File: src/rtl/adia_pkg.sv
// Shared types for the adiabatic injection bridge: Gray-coded power-clock phase states.
package adia_pkg;

  typedef enum logic [1:0] {
    PHI_LOW  = 2'b00,
    PHI_RISE = 2'b01,
    PHI_HIGH = 2'b11,
    PHI_FALL = 2'b10
  } phi_e;

  localparam int ADIA_NSTATE = 4;

  // Step index (LOW, RISE, HIGH, FALL order) to Gray-coded phase state.
  function automatic phi_e step2phi(input logic [1:0] s);
    case (s)
      2'd0:    return PHI_LOW;
      2'd1:    return PHI_RISE;
      2'd2:    return PHI_HIGH;
      default: return PHI_FALL;
    endcase
  endfunction

endpackage

File: src/rtl/adia_phase_gen.sv
// Trapezoidal power-clock sequencer: tick/step counters, run gating at state
// boundaries, staggered phase fan-out, and load/clear strobes for phase 0.
module adia_phase_gen
  import adia_pkg::*;
#(
  parameter int NPHASE   = 4,
  parameter int RAMP_CYC = 2
) (
  input  logic                clk,
  input  logic                rst_n,
  input  logic                run,
  output logic [2*NPHASE-1:0] phi_state,
  output logic                load_pulse,
  output logic                clear_pulse
);

  localparam int TICK_W = (RAMP_CYC > 1) ? $clog2(RAMP_CYC) : 1;

  logic [TICK_W-1:0] tick_q, tick_d;
  logic [1:0]        step_q, step_d;
  logic [1:0]        warm_q, warm_d;
  logic              rollover;
  logic              advance;

  always_comb begin
    rollover    = (tick_q == TICK_W'(RAMP_CYC - 1));
    advance     = rollover && run;
    tick_d      = tick_q;
    step_d      = step_q;
    warm_d      = warm_q;
    load_pulse  = advance && (step_q == 2'd0);
    clear_pulse = advance && (step_q == 2'd3);
    // run is only honoured at a boundary, so a ramp already started always completes.
    if (advance) begin
      tick_d = '0;
      step_d = 2'((int'(step_q) + 1) % ADIA_NSTATE);
      if (warm_q != 2'(NPHASE - 1))
        warm_d = warm_q + 2'd1;
    end else if (!rollover) begin
      tick_d = tick_q + TICK_W'(1);
    end
  end

  always_ff @(posedge clk or negedge rst_n) begin
    if (!rst_n) begin
      tick_q <= '0;
      step_q <= '0;
      warm_q <= '0;
    end else begin
      tick_q <= tick_d;
      step_q <= step_d;
      warm_q <= warm_d;
    end
  end

  // Phase k stays LOW after reset until the sequence has advanced k steps,
  // so every lagging phase starts its first cycle from LOW.
  always_comb begin
    phi_state = '0;
    for (int k = 0; k < NPHASE; k++) begin
      if (2'(k) <= warm_q)
        phi_state[2*k +: 2] = step2phi(step_q - 2'(k));
      else
        phi_state[2*k +: 2] = PHI_LOW;
    end
  end

endmodule

File: src/rtl/adia_inject_bridge.sv
// Static-to-adiabatic injection bridge: input FIFO, phase-0 hold register and
// injection counter around the power-clock sequencer.
module adia_inject_bridge
  import adia_pkg::*;
#(
  parameter int WIDTH     = 32,
  parameter int NPHASE    = 4,
  parameter int RAMP_CYC  = 2,
  parameter int BUF_DEPTH = 2
) (
  input  logic                clk,
  input  logic                rst_n,
  input  logic                run,
  input  logic                in_valid,
  output logic                in_ready,
  input  logic [WIDTH-1:0]    in_data,
  output logic                adia_valid,
  output logic [WIDTH-1:0]    adia_data,
  output logic [2*NPHASE-1:0] phi_state,
  output logic [15:0]         inj_count,
  output logic                busy
);

  localparam int PTR_W = (BUF_DEPTH > 1) ? $clog2(BUF_DEPTH) : 1;
  localparam int CNT_W = $clog2(BUF_DEPTH + 1);

  logic             load_pulse;
  logic             clear_pulse;

  logic [WIDTH-1:0] mem_q [BUF_DEPTH];
  logic [PTR_W-1:0] wr_ptr_q, wr_ptr_d;
  logic [PTR_W-1:0] rd_ptr_q, rd_ptr_d;
  logic [CNT_W-1:0] cnt_q, cnt_d;
  logic             in_ready_q, in_ready_d;
  logic             adia_valid_q, adia_valid_d;
  logic [WIDTH-1:0] adia_data_q, adia_data_d;
  logic [15:0]      inj_count_q, inj_count_d;
  logic             push;
  logic             pop;

  function automatic logic [PTR_W-1:0] ptr_inc(input logic [PTR_W-1:0] p);
    return (p == PTR_W'(BUF_DEPTH - 1)) ? '0 : p + PTR_W'(1);
  endfunction

  adia_phase_gen #(
    .NPHASE   (NPHASE),
    .RAMP_CYC (RAMP_CYC)
  ) u_phase_gen (
    .clk         (clk),
    .rst_n       (rst_n),
    .run         (run),
    .phi_state   (phi_state),
    .load_pulse  (load_pulse),
    .clear_pulse (clear_pulse)
  );

  // in_ready is a register, so a push while full is never accepted.
  assign push = in_valid && in_ready_q;
  assign pop  = load_pulse && (cnt_q != '0);

  always_comb begin
    wr_ptr_d     = push ? ptr_inc(wr_ptr_q) : wr_ptr_q;
    rd_ptr_d     = pop  ? ptr_inc(rd_ptr_q) : rd_ptr_q;
    cnt_d        = cnt_q;
    adia_valid_d = adia_valid_q;
    adia_data_d  = adia_data_q;
    inj_count_d  = inj_count_q;
    if (push && !pop)
      cnt_d = cnt_q + CNT_W'(1);
    else if (pop && !push)
      cnt_d = cnt_q - CNT_W'(1);
    // An empty buffer at the load edge injects a zero-swing bubble.
    if (load_pulse) begin
      adia_valid_d = pop;
      adia_data_d  = pop ? mem_q[rd_ptr_q] : '0;
      if (pop)
        inj_count_d = inj_count_q + 16'd1;
    end else if (clear_pulse) begin
      adia_valid_d = 1'b0;
      adia_data_d  = '0;
    end
    in_ready_d = (cnt_d != CNT_W'(BUF_DEPTH));
  end

  always_ff @(posedge clk or negedge rst_n) begin
    if (!rst_n) begin
      wr_ptr_q     <= '0;
      rd_ptr_q     <= '0;
      cnt_q        <= '0;
      in_ready_q   <= 1'b1;
      adia_valid_q <= 1'b0;
      adia_data_q  <= '0;
      inj_count_q  <= '0;
    end else begin
      wr_ptr_q     <= wr_ptr_d;
      rd_ptr_q     <= rd_ptr_d;
      cnt_q        <= cnt_d;
      in_ready_q   <= in_ready_d;
      adia_valid_q <= adia_valid_d;
      adia_data_q  <= adia_data_d;
      inj_count_q  <= inj_count_d;
    end
  end

  always_ff @(posedge clk) begin
    if (push)
      mem_q[wr_ptr_q] <= in_data;
  end

  assign in_ready   = in_ready_q;
  assign adia_valid = adia_valid_q;
  assign adia_data  = adia_data_q;
  assign inj_count  = inj_count_q;
  assign busy       = (cnt_q != '0) || adia_valid_q;

endmodule
File: config.mk
export PLATFORM = sky130hd
export DESIGN_NAME = adia_inject_bridge
export DESIGN_NICKNAME = d
export VERILOG_FILES = /design/src/rtl/adia_pkg.sv /design/src/rtl/adia_phase_gen.sv /design/src/rtl/adia_inject_bridge.sv
export SDC_FILE = /design/constraint.sdc
export NUM_CORES = 1
export LEC_CHECK = 0
export BUFFER_PORTS_ARGS = -buffer_cell sky130_fd_sc_hd__buf_2
export CORE_ASPECT_RATIO = 1.25
export CORE_MARGIN = 5
export CORE_UTILIZATION = 40
export CTS_CLUSTER_SIZE = 24
export DETAILED_ROUTE_END_ITERATION = 12
export PLACE_DENSITY_LB_ADDON = 0.3
export RECOVER_POWER = 100
export SLEW_MARGIN = 20
export SYNTH_ARGS = -nofsm -noshare
export SYNTH_HDL_FRONTEND = slang
export SYNTH_SLANG_ARGS = --single-unit
File: constraint.sdc
create_clock -name clk -period 4.7 [get_ports clk]
set_input_delay 0 -clock clk [delete_from_list [all_inputs] [get_ports clk]]
set_output_delay 0 -clock clk [all_outputs]
set_load 0.03 [all_outputs]
==> metrics.txt <==
outcome finished with violations; failing checks hold timing, capacitance limit, slew limit; Post-route DRC 0; share of layout cells above drive strength 1 about a tenth; H-tree Lvls 4; critical path fanouts, max 32; gpl congestion between 0.7 and 0.8; Sw Pwr 1480 µW; most common cell after layout, fill and taps aside clkbuf_1; internal power 2470 µW; ys flop type edfxtp_1; ant diodes 0; CP endpoint kind register; initial core utilization between 40 and 50%; Slew Limit Headroom -87.4%; RR Endpoint mem_q[0][18]$_DFFE_PP_; largest family of logic cells by synthesized area simple AND/OR/NAND/NOR gates; Area growth syn-to-layout 28.0%; die width 107 µm; initial antenna violation count 0; top cell type's share of synthesized area 40.5%; CTS max path bufs 2; LEAKAGE approximately 0.0025 µW; syn nets about 370; register area share after synthesis 71.7%; Max Slew Vio Count 66; Seq cells post-synth 123; DP Worst Slack 2380 ps; peak supply drop 0.292 mV; most used cells in the layout excluding fill and tap cells clkbuf_1, edfxtp_1, dfrtp_1; post-route antenna net violation count 0; maximum clock frequency 0.310 GHz; vias in the first global route 3076; crit path kind reg2reg; Setup Viol. Count Final 0; Mapped Cells 326; CP Cell Sequence nand2_1 > nor2_1; hold_sp in_valid; post-DP HPWL 5.90 mm; WHS Endpoint wr_ptr_q$_DFFE_PN0P_; GRT Resource Usage Total 13.7%; top-level I/O count 95; mux contribution to synthesized area under 10%; Worst path max stage delay 2070 ps; first-pass GRT wire length 15.0 mm; die area 0.0142 mm²; Synth Area in Compound Gates about 4.2%; DRT iter0 DRCs 94; RSZ-0062 raised after global routing false; R2R Path Start in_ready$_DFF_PN1_; CTS buffer count 17; grt total ovfl 0; clock root cell clkbuf_16; Yosys cell types 32; Logic pwr share ~30%; Post-Syn Area 0.00474 mm²; largest net degree at the start of global routing 60; Hold Vio Cnt, Final 1; area of the multi-input gates 0.00123 mm²; FF-to-FF path depth 2; max-capacitance violation count 2; Clk pwr share between 20% and 30%; Fin Clk Skew 8.25 ps; crit share post-route 68.6%; row count 44; later-pin clock latency in the skew report 400 ps; TNS Setup 0 ps; postcts setup bufs 0; Post-Synth XOR/XNOR Area 3.88%; setup ws final between 1000 and 1500 ps; input/output buffers 94; TritonCTS clock tree done; top area cells in the synthesized netlist edfxtp_1, dfrtp_1, mux2i_1; Core ar. 0.0116 mm²; Worst Hold Class in2reg; number of synthesized flops with an enable pin 64; PD cells ~650 mW/mm²; Critical Path Start Type register; CP arrival 3180 ps; Tmin final ~3200 ps; Wirelength per Cell 14.7 µm; via/cell ratio approximately 4.7; CTS Sinks roughly 120; slew at the pin closest to its max-slew limit about 2800 ps; Worst path slowest cell nor2_1; Synth Area in Simple Gates 8.83%; Sw Share between 30% and 40%; Synth async-reset ratio roughly 48%; via count slightly below 3000; fill count 1051; Clk pin slew, worst setup/hold paths 50 ps; Post-Synth Adder-Cell Area between 2 and 2.5%; WP data required about 4700 ps; Reg power frac 42.4%; Final #Nets 508; Warnings, synthesis 0; Syn Area/Cell 14.6 µm²; Pre-antenna DRT Iters 4; Reg area 0.00340 mm²; area leader, netlist edfxtp_1; drt total wl 9.34 mm; register-to-register setup slack approximately 1500 ps; Die H 132 µm; hold_ws -5.83 ps; hold path depth 3
-- cells in the mapped netlist, drive strengths merged, types with 2 or more instances --
library cell / number
and2: 3
nand4: 5
o211ai: 2
nand3: 5
and3: 3
nand2: 50
xnor2: 17
nor3: 3
edfxtp: 64
nor2: 9
dfrtp: 58
clkbuf: 2
mux2i: 33
ha: 9
inv: 6
buf: 10
xor2: 4
o21ai: 33
-- worst max-delay path: cells and delay by family (launching register included) --
family / cells / cell delay [ps]
and+or+nand+nor: 2 / 2210
DFF: 1 / 560
-- cells by family after synthesis --
kind of cell    Yosys count
xor+xnor                 21
mux                      34
fa+ha+maj                 9
flops                   123
buf+inv                  18
compound gates           38
simple gates             83
-- what timing repair did --
action	CTS	global route
resized for setup	0	0
hold buffers	34	0
hold endpoints to repair	123	0
-- final cells by class --
type / instances / area share [%]
Multi-Input combinational cell: 185 / 20.2
Clock buffer: 20 / 7.19
Tap cell: 161 / 3.32
Timing Repair Buffer: 130 / 12.0
Sequential cell: 123 / 56.0
Clock inverter: 12 / 0.947
Inverter: 6 / 0.371
-- power groups by stage --
| stage | Sequential [µW] | Clock, µW | Combinational, µW |
|---|---|---|---|
| 4_1_cts | 1670 | 1110 | 1290 |
| 3_3_place_gp | 1670 | 0 | 1240 |
| 3_5_place_dp | 1690 | 0 | 1260 |
| 6_report | 1670 | 1080 | 1200 |
| 2_1_floorplan | 1840 | 0 | 704 |
| 5_1_grt | 1710 | 1160 | 1300 |
-- stage by stage --
stage	cells	power [µW]	util, %	hold slack (ps)	area (µm²)
4_1_cts	637	4070	53.5	20.6	6210
6_report	637	3950	52.3	-5.83	6070
3_3_place_gp	571	2910	46.3	188	5380
5_1_grt	637	4170	52.3	15.1	6070
3_5_place_dp	571	2950	46.3	192	5380
2_1_floorplan	326	2550	-	-296	4740
-- worst max path at each step --
stage,start,endpoint,cells past startpoint
3_3_place_gp,u_phase_gen.step_q[0]$_DFFE_PN0P_,inj_count[15]$_DFFE_PN0P_,6
6_report,in_ready$_DFF_PN1_,mem_q[0][18]$_DFFE_PP_,2
2_1_floorplan,in_ready$_DFF_PN1_,mem_q[0][0]$_DFFE_PP_,2
5_1_grt,in_ready$_DFF_PN1_,mem_q[0][18]$_DFFE_PP_,2
4_1_cts,u_phase_gen.step_q[0]$_DFFE_PN0P_,inj_count[15]$_DFFE_PN0P_,6
3_5_place_dp,u_phase_gen.step_q[0]$_DFFE_PN0P_,inj_count[15]$_DFFE_PN0P_,6
-- flip-flops by register name, indices dropped and copies added (netlist names), 2 cells and up --
register            flops
u_phase_gen.step_q      2
inj_count              16
adia_data              32
cnt_q                   2
u_phase_gen.warm_q      2
mem_q                  64
-- routing by layer --
| layer | track usage [%] | wire, µm |
|---|---|---|
| met1 | 15.6 | 3820 |
| met2 | 22.9 | 4820 |
| met4 | 6.32 | 144 |
| met5 | 0 | 0 |
| met3 | 4.75 | 554 |
Power figures use the tool's default switching activity.
